## src/rtl/debounce_bank.sv

```systemverilog
// debounce_bank: per-channel synchroniser, stability-count debouncer, and
// derived edge pulses, press-toggle state and long-press hold detection.
module debounce_bank #(
  parameter int unsigned       NUM_CH      = 8,
  parameter int unsigned       COUNT_MAX   = 1000000,
  parameter int unsigned       SYNC_STAGES = 2,
  parameter int unsigned       HOLD_CYCLES = 100000000,
  parameter logic [NUM_CH-1:0] INIT_VAL    = '0
) (
  input  logic              i_clk,
  input  logic              i_reset,
  input  logic [NUM_CH-1:0] i_noisy,
  output logic [NUM_CH-1:0] o_clean,
  output logic [NUM_CH-1:0] o_rise,
  output logic [NUM_CH-1:0] o_fall,
  output logic [NUM_CH-1:0] o_toggle,
  output logic [NUM_CH-1:0] o_held,
  output logic              o_any_change
);

  localparam int unsigned   CW      = $clog2(COUNT_MAX + 1);
  localparam int unsigned   HW      = $clog2(HOLD_CYCLES + 1);
  localparam logic [CW-1:0] CntLast = CW'(COUNT_MAX - 1);
  localparam logic [HW-1:0] HoldMax = HW'(HOLD_CYCLES);

  logic [SYNC_STAGES-1:0][NUM_CH-1:0] r_sync;
  logic [NUM_CH-1:0][CW-1:0]          r_cnt;
  logic [NUM_CH-1:0][HW-1:0]          r_hold;
  logic [NUM_CH-1:0]                  r_clean;
  logic [NUM_CH-1:0]                  r_rise;
  logic [NUM_CH-1:0]                  r_fall;
  logic [NUM_CH-1:0]                  r_toggle;

  logic [NUM_CH-1:0]                  w_sync;
  logic [NUM_CH-1:0][CW-1:0]          w_cnt_d;
  logic [NUM_CH-1:0][HW-1:0]          w_hold_d;
  logic [NUM_CH-1:0]                  w_clean_d;
  logic [NUM_CH-1:0]                  w_rise_d;
  logic [NUM_CH-1:0]                  w_fall_d;
  logic [NUM_CH-1:0]                  w_held;

  assign w_sync = r_sync[SYNC_STAGES-1];

  // Next-state for stability counters, accepted level, edge pulses and hold counters.
  always_comb begin
    w_cnt_d   = r_cnt;
    w_hold_d  = r_hold;
    w_clean_d = r_clean;
    w_rise_d  = '0;
    w_fall_d  = '0;
    for (int i = 0; i < int'(NUM_CH); i++) begin
      if (w_sync[i] == r_clean[i]) begin
        // Any agreeing cycle restarts the count, rejecting short glitches.
        w_cnt_d[i] = '0;
      end else if (r_cnt[i] == CntLast) begin
        w_clean_d[i] = w_sync[i];
        w_cnt_d[i]   = '0;
        w_rise_d[i]  = w_sync[i];
        w_fall_d[i]  = ~w_sync[i];
      end else begin
        w_cnt_d[i] = r_cnt[i] + CW'(1);
      end

      // Hold counter follows the new clean level so it clears on the falling edge itself.
      if (!w_clean_d[i]) begin
        w_hold_d[i] = '0;
      end else if (r_hold[i] != HoldMax) begin
        w_hold_d[i] = r_hold[i] + HW'(1);
      end
    end
  end

  // State registers with asynchronous active-high reset.
  always_ff @(posedge i_clk or posedge i_reset) begin
    if (i_reset) begin
      r_sync   <= {SYNC_STAGES{INIT_VAL}};
      r_cnt    <= '0;
      r_hold   <= '0;
      r_clean  <= INIT_VAL;
      r_rise   <= '0;
      r_fall   <= '0;
      r_toggle <= '0;
    end else begin
      r_sync   <= {r_sync[SYNC_STAGES-2:0], i_noisy};
      r_cnt    <= w_cnt_d;
      r_hold   <= w_hold_d;
      r_clean  <= w_clean_d;
      r_rise   <= w_rise_d;
      r_fall   <= w_fall_d;
      r_toggle <= r_toggle ^ w_rise_d;
    end
  end

  // Long-press level decoded from the registered hold counter.
  always_comb begin
    w_held = '0;
    for (int i = 0; i < int'(NUM_CH); i++) begin
      w_held[i] = (r_hold[i] == HoldMax);
    end
  end

  assign o_clean      = r_clean;
  assign o_rise       = r_rise;
  assign o_fall       = r_fall;
  assign o_toggle     = r_toggle;
  assign o_held       = w_held;
  assign o_any_change = |(r_rise | r_fall);

endmodule
```

## config.mk

```make
export PLATFORM = sky130hd
export DESIGN_NAME = debounce_bank
export DESIGN_NICKNAME = d
export VERILOG_FILES = /design/src/rtl/debounce_bank.sv
export SDC_FILE = /design/constraint.sdc
export NUM_CORES = 1
export LEC_CHECK = 0
export CAP_MARGIN = 20
export CELL_PAD_IN_SITES_DETAIL_PLACEMENT = 0
export CELL_PAD_IN_SITES_GLOBAL_PLACEMENT = 1
export CORE_MARGIN = 2
export CORE_UTILIZATION = 40
export DETAILED_ROUTE_END_ITERATION = 10
export PLACE_DENSITY_LB_ADDON = 0.1
export SLEW_MARGIN = 20
export SYNTH_ARGS = -nofsm -noshare
export SYNTH_HDL_FRONTEND = slang
export SYNTH_SLANG_ARGS = --single-unit
```

## constraint.sdc

```tcl
create_clock -name i_clk -period 26.8 [get_ports i_clk]
set_clock_uncertainty 0.15 [all_clocks]
set_input_delay 5.36 -clock i_clk [delete_from_list [all_inputs] [get_ports i_clk]]
set_output_delay 5.36 -clock i_clk [all_outputs]
set_load 0.05 [all_outputs]
```

* After elaboration in Yosys (flattened, before gate mapping) *
Cells that the tools add are included.

operators by class
  $add $sub $neg = 16
  eq/ne operators = 40
  muxes and demuxes = 80
  bitwise gates (word level) = 10
  reduce and logical (&&, ||, !) cells = 1

operators with widths
  operator                                                         count
  27-bit 2-to-1 mux                                                16
  20-bit 2-to-1 mux                                                16
  27-bit by 1-bit adder with 27-bit output, second input constant  8
  27-bit equality test, second input constant                      8
  27-bit != test, second input constant                            8
  20-bit by 1-bit adder with 20-bit output, second input constant  8
  20-bit equality test, second input constant                      8
  1-bit 2-to-1 mux                                                 48
  2-bit by 1-bit != test with 1-bit output, second input constant  8
  1-bit equality test                                              8
  1-bit inverter                                                   8
  8-bit OR                                                         1
  8-bit OR reduction                                               1
  8-bit XOR                                                        1

storage, ports and cells
  register bits after elaboration = 424
  bits of input ports = 10
  output and inout port bits = 41
  logic and storage cells = 169

* Logic depth before layout (Yosys ltp) *
Gate-level depths: netlist of run 1.

  word-level depth = 4
  gate-level depth with buffers = 8
  gate-level depth less buffers = 7

* Least setup slack after synthesis of run 1 *
No wires, ideal clock.

  path kind = reg-to-output
  start point = register r_hold[65] (netlist bit)
  end point = output port o_held[2]
  arrival time = 3,049 ps
  required time = 21,290 ps
  setup slack = 18,241 ps
  cell stages (with the launch flop) = 4
  path buffers = 0
  path through = dfrtp_1 or4b_1 or4_4 nor4_1

between the ends
  cells in the longest elaborated chain, start to end = 1

RTL lines
  element                   line  source
  start: declaration        28    logic [NUM_CH-1:0][HW-1:0] r_hold;
  start signal: assignment  86    r_hold <= w_hold_d;
  27-bit equality test      98    w_held[i] = (r_hold[i] == HoldMax);
  end: declaration          17    output logic [NUM_CH-1:0] o_held,

Every way passes these cells.

* Worst setup path after layout of run 1 *
  start point = register r_hold[162] (netlist bit)
  end point = output port o_held[6]

The elaborated chain is that of the path after synthesis.

==> impl_metrics.tcl, run 1 <==
set metrics [dict create \
    status "finished clean" \
    postCtsSetupBuffers 0 \
    arrival_ns 3.58 \
    report.final.slew_viol_count 0 \
    ys_top_cells_by_count "nor2_1, dfrtp_1, xor2_1" \
    synth_area_leaders "dfrtp_1, xor2_1, nor2_1" \
    seq_area_frac_synth 0.529 \
    place_congestion 0.744 \
    antenna_found_initial 0 \
    num_rows 82 \
    yosysMostFrequentCell "nor2_1" \
    first_iter_violations 760 \
    fillCellCount 4725 \
    cts.sink_count 424 \
    num_antenna_cells 0 \
    worst_setup_path_end_kind "output pin" \
    slowest_delay_ns 0.98 \
    netlist_area_um2 20100 \
    die_y_um 228 \
    grt_max_degree 105 \
    viasPerCell 4.98 \
    worst-path-buf-inv 2 \
    ff2ff_path_depth 6 \
    synth.ff_latch_count 424 \
    dieWidth_um 228 \
    synth_nets 2047 \
    worstHoldPathCells 0 \
    drive_above_1_share 0.0565 \
    min_path_type "flip-flop to flip-flop" \
    synth-edff-count 0 \
    async_flop_share 1.00 \
    drc 0 \
    clkLatencyLatePin_ns 0.58 \
    ant_nets 0 \
    crit_fanout 4 \
    ys.flop_type "dfrtp_1" \
    worstMarginPinSlew_ns 1.13 \
    total_power_w 0.00135 \
    wirelength_um 41200 \
    grt_pass1_vias 14300 \
    r2r-end "r_hold[128]" \
    yosysUniqueCellTypes 44 \
    coreArea_um2 49900 \
    leakage_nw 9.31 \
    min_period_ns 9.09 \
    setup.worst_path.class "flip-flop to output pin" \
    cp_slowest_cell "clkdlybuf4s50_1" \
    yosysTopAreaCellShare 0.529 \
    cts.repair.resized 0 \
    path_delay_family "simple AND/OR/NAND/NOR gates" \
    io_buffers 50 \
    relSlewSlack 0.237 \
    worst_setup_path_start_kind "flip-flop" \
    area_growth_pct 14.7 \
    clkTransAtPathRegs_ns 0.06 \
    drv_cap 0 \
    place_inst 2710 \
    ios 51 \
    clock.fmax_mhz 110 \
    rsz0062_at_grt "no" \
    reg2reg_setup_slack_ns 24.02 \
    cts_buffers 50 \
    period_share 0.339 \
    firstDrtPassIters 4 \
    crit_chain "inv_1 > ha_1 > nor4bb_1 > nand3_1 > nor4_1 > clkdlybuf4s50_1" \
    worstHoldStart "r_sync[1]" \
    initial_utilization 0.403 \
    ys_warn_count 0 \
    grt_pass1_wl_um 71600 \
    netlist_instances 2013 \
    rr_startpoint "r_cnt[80]" \
    detailed_place_hpwl_um 26800 \
    final-hold-violation-count 0 \
    cts_tree "yes" \
    clock_path_buffers 3 \
    tns_ns 0 \
    syn_avg_cell_area_um2 9.97 \
    setup_viol 0 \
    vdd_drop_max_mv 0.0413 \
    die_area_um2 52000 \
    critPathRequiredTime_ns 21.29 \
    synth.largest_area_cell "dfrtp_1" \
    h-tree-depth 2 \
    vias 13900 \
    final_cells 2797 \
    hold-path-endpoint "w_sync[1]" \
    grt_overflow 0 \
    fin_nets 2125 \
    routedWlPerCell_um 14.7 \
    p_per_area_nw_per_um2 58.6 \
    root_buffer "clkbuf_16" \
    cts_hold_buffers 0 \
    groute.usage.overall 0.163 \
]
how the worst max path moves through the flow:
| stage | from | end | slack, ns | depth (start not counted) |
|---|---|---|---|---|
| 2_1_floorplan | i_reset | o_clean[0] | 9.49 | 1 |
| 3_3_place_gp | i_reset | r_cnt[6] | 17.25 | 5 |
| 3_5_place_dp | i_reset | r_cnt[6] | 17.22 | 5 |
| 4_1_cts | r_hold[162] | o_held[6] | 17.73 | 6 |
| 5_1_grt | r_hold[162] | o_held[6] | 17.60 | 6 |
| 6_report | r_hold[162] | o_held[6] | 17.71 | 6 |
cells by family (layout without fill, tap and decap cells):
group	count (synthesis)	in the layout	share of synthesized area
buffers and inverters	92	204	0.0188
muxes	16	16	0.00960
adders and majority gates	24	24	0.0150
AOI/OAI and AO/OA	11	11	0.00274
DFF	424	424	0.529
xor gates and xnor gates	358	358	0.156
and+or+nand+nor	1088	1088	0.269
cell usage in the layout (no fill, tap or decap), types with 3 or more instances in the layout:
| cell type | count |
|---|---|
| and2_1 | 6 |
| nor3b_1 | 17 |
| nor3_1 | 37 |
| or2_2 | 7 |
| buf_4 | 12 |
| mux2i_2 | 6 |
| nand3_1 | 149 |
| or3b_2 | 8 |
| a21oi_1 | 10 |
| clkbuf_8 | 9 |
| ha_1 | 24 |
| nor4b_1 | 15 |
| mux2i_1 | 8 |
| bufinv_16 | 3 |
| clkdlybuf4s50_1 | 50 |
| or3_1 | 3 |
| nand3b_1 | 3 |
| and4_1 | 24 |
| or4_1 | 4 |
| nand2_1 | 120 |
| clkinv_2 | 8 |
| nor2b_1 | 4 |
| xnor2_1 | 146 |
| clkbuf_16 | 53 |
| clkbuf_1 | 12 |
| nand4_1 | 108 |
| nand2b_1 | 10 |
| nor4_1 | 52 |
| and3_1 | 49 |
| inv_1 | 53 |
| nor4bb_1 | 11 |
| dfrtp_1 | 424 |
| nor2_1 | 444 |
| xor2_1 | 212 |
| nor4_2 | 3 |
cell type report:
| cell class | instances | area [µm²] | area share |
|---|---|---|---|
| Clock buffer | 74 | 1500 | 0.0649 |
| Clock inverter | 12 | 139 | 0.00603 |
| Inverter | 54 | 210 | 0.00913 |
| Multi-Input combinational cell | 1497 | 9120 | 0.396 |
| Sequential cell | 424 | 10600 | 0.461 |
| Tap cell | 672 | 841 | 0.0365 |
| Timing Repair Buffer | 64 | 607 | 0.0264 |
sequential cells by signal, indices dropped and copies added (netlist names):
name and cells:
o_rise 8, o_toggle 8, r_hold 216, o_fall 8, o_clean 8, w_sync 8, r_sync 8, r_cnt 160
per-stage QoR:
| step | setup WS (ns) | util | hold WS, ns | area [µm²] |
|---|---|---|---|---|
| 2_1_floorplan | 9.49 | - | 0.181 | 20100 |
| 3_3_place_gp | 17.25 | 0.428 | 0.185 | 21400 |
| 3_5_place_dp | 17.22 | 0.428 | 0.185 | 21400 |
| 4_1_cts | 17.73 | 0.461 | 0.198 | 23000 |
| 5_1_grt | 17.60 | 0.462 | 0.205 | 23000 |
| 6_report | 17.71 | 0.462 | 0.197 | 23000 |
power breakdown:
| group | leakage [nW] | internal, W | switching [W] |
|---|---|---|---|
| Clock | 0.810 | 0.000411 | 0.000265 |
| Sequential | 5.87 | 0.000645 | 0.00000395 |
| Combinational | 2.63 | 0.00000505 | 0.0000188 |
routing by layer:
layer,vias to the layer above,wire [µm],track usage
met4,0,881,0.0482
met3,75,1240,0.0273
met1,6767,19800,0.223
li1,6969,-,-
met2,127,19300,0.268
met5,-,0,0
worst reg2reg max path, stage by stage (launching register included):
cell	delay [ns]
dfrtp_1	0.38
ha_1	0.19
and3_1	0.27
nand3_1	0.15
or4_1	0.64
mux2i_4	0.72
nor2_1	0.13
Note: power is estimated with default switching activity, not from simulation.
==> inputs of run 2 (changes only) <==
==> constraint.sdc (replaced) <==
create_clock -name i_clk -period 9.3 [get_ports i_clk]
set_clock_uncertainty 0.15 [all_clocks]
set_input_delay 1.86 -clock i_clk [delete_from_list [all_inputs] [get_ports i_clk]]
set_output_delay 1.86 -clock i_clk [all_outputs]
set_load 0.05 [all_outputs]
==> run 2 against run 1 <==
  * Sequential share of layout area grew 0.33 points
  * Register-to-register slack lost 18 ns
  * Largest cell class unchanged
  * Die area is the same
  * Combinational power grew to 2.9 times the previous value
  * Worst hold slack lost 0.00059 ns
==> impl_metrics.tcl, run 2 (synthesis gave the netlist of run 1 again) <==
set metrics [dict create \
    rsz0062_at_grt "no" \
    tns_ns 0 \
    clock.fmax_mhz 184 \
    grt_max_degree 159 \
    fillCellCount 4757 \
    leakage_nw 9.24 \
    status "finished clean" \
    final-hold-violation-count 0 \
    ant_nets 0 \
    arrival_ns 3.42 \
    drive_above_1_share 0.0561 \
    cts_buffers 49 \
    h-tree-depth 2 \
    vdd_drop_max_mv 0.130 \
    postCtsSetupBuffers 0 \
    cts.sink_count 424 \
    vias 14000 \
    crit_fanout 4 \
    ios 51 \
    num_rows 82 \
    clkTransAtPathRegs_ns 0.06 \
    postPlaceCellArea_um2 21400 \
    setup.worst_path.class "flip-flop to output pin" \
    antenna_found_initial 0 \
    ff2ff_path_depth 6 \
    min_period_ns 5.43 \
    top_regs "r_hold: 216 flops, r_cnt: 160 flops" \
    p_per_area_nw_per_um2 162 \
    groute.usage.overall 0.159 \
    first_iter_violations 835 \
    largest-register "r_hold" \
    viasPerCell 5.00 \
    period_share 0.584 \
    die_y_um 228 \
    min_path_type "flip-flop to flip-flop" \
    cts_hold_buffers 0 \
    grt_pass1_vias 14100 \
    clkLatencyLatePin_ns 0.57 \
    drv_cap 0 \
    place_congestion 0.761 \
    setup_viol 0 \
    initial_utilization 0.403 \
    worst_setup_path_end_kind "output pin" \
    largest_reg_flops 216 \
    cts_tree "yes" \
    coreArea_um2 49900 \
    relSlewSlack 0.297 \
    cts.repair.resized 0 \
    grt_overflow 0 \
    detailed_place_hpwl_um 26400 \
    final_cell_mix "nor2_1, dfrtp_1, xor2_1" \
    area_growth_pct 13.9 \
    fin_nets 2126 \
    final_area_um2 22900 \
    num_antenna_cells 0 \
    firstDrtPassIters 5 \
    die_area_um2 52000 \
    wirelength_um 40500 \
    grt_pass1_wl_um 70200 \
    clock_path_buffers 3 \
    total_power_w 0.00370 \
    critPathRequiredTime_ns 7.29 \
    worstMarginPinSlew_ns 1.04 \
    root_buffer "clkbuf_16" \
    dieWidth_um 228 \
    io_buffers 50 \
    routedWlPerCell_um 14.5 \
    drc 0 \
    worst_setup_path_start_kind "flip-flop" \
    report.final.slew_viol_count 0 \
    final_common_cell "nor2_1" \
    worstHoldPathCells 0 \
]
[run 2: changes by cell type in the layout (fill, tap and decap cells not counted), sizes merged]
| cell | before | now |
|---|---|---|
| buf | 13 | 16 |
| clkinv | 9 | 14 |
| inv | 54 | 53 |
| clkbuf | 75 | 65 |
| bufinv | 3 | 0 |
| clkinvlp | 0 | 2 |
[run 2: through the flow]
step	setup slack, ns	util	hold WS [ns]	instances
CTS	3.81	0.458	0.197	2792
global route	3.59	0.458	0.203	2793
floorplan	1.57	-	0.181	2013
detailed placement	4.45	0.429	0.185	2712
finish	3.87	0.458	0.196	2793
global placement	4.51	0.429	0.186	2712
[run 2: final cells by class]
cell class	instances	area (µm²)	area share
sequential	424	10600	0.464
multi-input combinational	1497	9110	0.399
clock buffer	65	1370	0.0598
tap	672	841	0.0368
timing repair buffer	66	646	0.0282
inverter	54	206	0.00903
clock inverter	15	77.6	0.00339
[run 2: per-layer routing]
layer / routed length, µm / up-vias / GRT usage
li1: - / 6989 / -
met1: 20000 / 6772 / 0.222
met5: 0 / - / 0
met3: 1330 / 66 / 0.0266
met2: 18100 / 132 / 0.253
met4: 1040 / 0 / 0.0560
[run 2: critical path, cell delays in order (launching register included)]
cell and delay, ns:
dfrtp_1 0.39, inv_1 0.10, ha_1 0.14, nor4bb_1 0.32
nand3_1 0.12, nor4_1 0.83, clkdlybuf4s50_1 0.96
[run 2: power by group]
part | internal (W) | total [W] | switching [W]
Sequential | 0.00186 | 0.00187 | 0.0000117
Combinational | 0.0000162 | 0.0000699 | 0.0000537
Clock | 0.00102 | 0.00176 | 0.000742
Total | 0.00289 | 0.00370 | 0.000807
[run 2: final timing paths]
path | start | endpoint | slack [ns]
worst max register to register | r_cnt[80] | r_hold[126] | 6.49
worst min register to register | r_sync[5] | w_sync[5] | 0.20
worst min-delay path | r_sync[5] | w_sync[5] | 0.20
max in group asynchronous | i_reset | r_cnt[124] | 5.67
worst max-delay path | r_hold[162] | o_held[6] | 3.87
min in group asynchronous | i_reset | r_cnt[77] | 1.48
==> inputs of run 3 (changes only) <==
==> constraint.sdc (replaced) <==
create_clock -name i_clk -period 4.67 [get_ports i_clk]
set_clock_uncertainty 0.15 [all_clocks]
set_input_delay 0.934 -clock i_clk [delete_from_list [all_inputs] [get_ports i_clk]]
set_output_delay 0.934 -clock i_clk [all_outputs]
set_load 0.05 [all_outputs]
==> run 3 against run 2 <==
  * Sequential share of layout area is 0.58 points lower
  * Clock-buffer cell count is 2 higher
  * Global-route usage is 0.21 points higher
  * Sequential power is 99% higher
  * Critical path type unchanged
==> impl_metrics.tcl, run 3 (synthesis gave the netlist of run 1 again) <==
set metrics [dict create \
    worst_setup_path_end_kind "output pin" \
    relSlewSlack 0.310 \
    root_buffer "clkbuf_16" \
    die_area_um2 52000 \
    ant_nets 0 \
    drc 0 \
    report.final.slew_viol_count 0 \
    cts.sink_count 424 \
    clkTransAtPathRegs_ns 0.06 \
    io_buffers 50 \
    reg2reg_setup_slack_ns 1.84 \
    worst_setup_path_start_kind "flip-flop" \
    antenna_found_initial 0 \
    worstHoldStart "r_sync[6]" \
    leakage_nw 9.37 \
    postCtsSetupBuffers 0 \
    worstMarginPinSlew_ns 1.02 \
    min_period_ns 4.35 \
    num_antenna_cells 0 \
    postLayoutCoreUtil 0.464 \
    drive_above_1_share 0.0624 \
    grt_pass1_wl_um 70900 \
    detailed_place_hpwl_um 26500 \
    crit_chain "or4b_1 > or4_4 > nor4_1 > clkdlybuf4s50_1" \
    wirelength_um 40400 \
    largest-register "r_hold" \
    critPathRequiredTime_ns 3.59 \
    drv_cap 0 \
    slowest_delay_ns 0.85 \
    hold_ws_ns 0.200 \
    h-tree-depth 2 \
    seqCellArea_um2 10600 \
    multi_input_area_um2 9120 \
    vias 14000 \
    cp_slowest_cell "clkdlybuf4s50_1" \
    top_regs "r_hold: 216 flops, r_cnt: 160 flops" \
    firstDrtPassIters 4 \
    dieWidth_um 228 \
    die_y_um 228 \
    cts_hold_buffers 0 \
    cts.repair.resized 0 \
    area_growth_pct 15.3 \
    period_share 0.932 \
    fillCellCount 4838 \
    initial_utilization 0.403 \
    grt_pass1_vias 14100 \
    routedWlPerCell_um 14.4 \
    setup_viol 0 \
    clkLatencyLatePin_ns 0.58 \
    r2r-end "r_hold[118]" \
    status "finished clean" \
    num_rows 82 \
    first_iter_violations 675 \
    crit_fanout 7 \
    worstHoldPathCells 0 \
    hold-path-endpoint "w_sync[6]" \
    cts_tree "yes" \
    ios 51 \
    clock_path_buffers 3 \
    place_congestion 0.756 \
    vdd_drop_max_mv 0.238 \
    cts_buffers 50 \
    min_path_type "flip-flop to flip-flop" \
    ff2ff_path_depth 6 \
    groute.usage.overall 0.162 \
    viasPerCell 4.99 \
    coreArea_um2 49900 \
    grt_overflow 0 \
    arrival_ns 3.27 \
    final_common_cell "nor2_1" \
    grt_max_degree 93 \
    final-hold-violation-count 0 \
    rsz0062_at_grt "no" \
    fin_nets 2130 \
    largest_reg_flops 216 \
    final_cell_mix "nor2_1, dfrtp_1, xor2_1" \
    clock.fmax_mhz 230 \
    rr_startpoint "r_cnt[80]" \
    setup.worst_path.class "flip-flop to output pin" \
    p_per_area_nw_per_um2 337 \
]
[run 3: cell types whose count changed in the layout (fill, tap and decap cells not counted), moves of 2 or more]
cell,change
clkinvlp_4,+2
clkinv_2,-4
bufinv_16,+4
clkbuf_8,+4
clkbuf_1,-4
buf_12,+3
clkbuf_16,+2
[run 3: per-layer routing]
metal  up-vias  wire (µm)  global-route usage
met3        51       1390              0.0285
met5         -          0                   0
met1      6809      19700               0.227
li1       6991          -                   -
met2       138      18400               0.256
met4         0        829              0.0480
[run 3: area by class of cell]
| cell class | instances | area share |
|---|---|---|
| Clock buffer | 67 | 0.0629 |
| Clock inverter | 19 | 0.00908 |
| Inverter | 54 | 0.00892 |
| Multi-Input combinational cell | 1497 | 0.394 |
| Sequential cell | 424 | 0.458 |
| Tap cell | 672 | 0.0363 |
| Timing Repair Buffer | 69 | 0.0305 |
[run 3: metrics by stage]
stage | worst slack (ns) | power, W | instance area (µm²) | instances | TNS [ns]
after floorplan | -2.14 | 0.00388 | 20100 | 2013 | -905.43
after global placement | 0.876 | 0.00394 | 21500 | 2716 | 0
after detailed placement | 0.868 | 0.00394 | 21500 | 2716 | 0
after CTS | 0.244 | 0.00798 | 23100 | 2802 | 0
after global routing | 0.172 | 0.00815 | 23200 | 2802 | 0
final | 0.318 | 0.00780 | 23200 | 2802 | 0
[run 3: worst max path at each step]
stage          slack [ns]  cells after the start         end       start
2_1_floorplan       -2.14                      1  o_clean[0]     i_reset
3_3_place_gp         0.88                      4   o_held[2]  r_hold[65]
3_5_place_dp         0.87                      4   o_held[2]  r_hold[65]
4_1_cts              0.24                      4   o_held[2]  r_hold[65]
5_1_grt              0.17                      4   o_held[2]  r_hold[65]
6_report             0.32                      4   o_held[2]  r_hold[65]
[run 3: worst max-delay path, delay by kind of cell, from the launching register on]
family,cells,cell delay (ns)
buffers and inverters,1,0.85
DFF,1,0.44
and+or+nand+nor,3,1.40
[run 3: power breakdown]
| part | internal (W) | switching (W) | total [W] |
|---|---|---|---|
| combinational | 0.0000359 | 0.000108 | 0.000144 |
| clock | 0.00239 | 0.00154 | 0.00393 |
| sequential | 0.00370 | 0.0000228 | 0.00372 |
| total | 0.00613 | 0.00167 | 0.00780 |
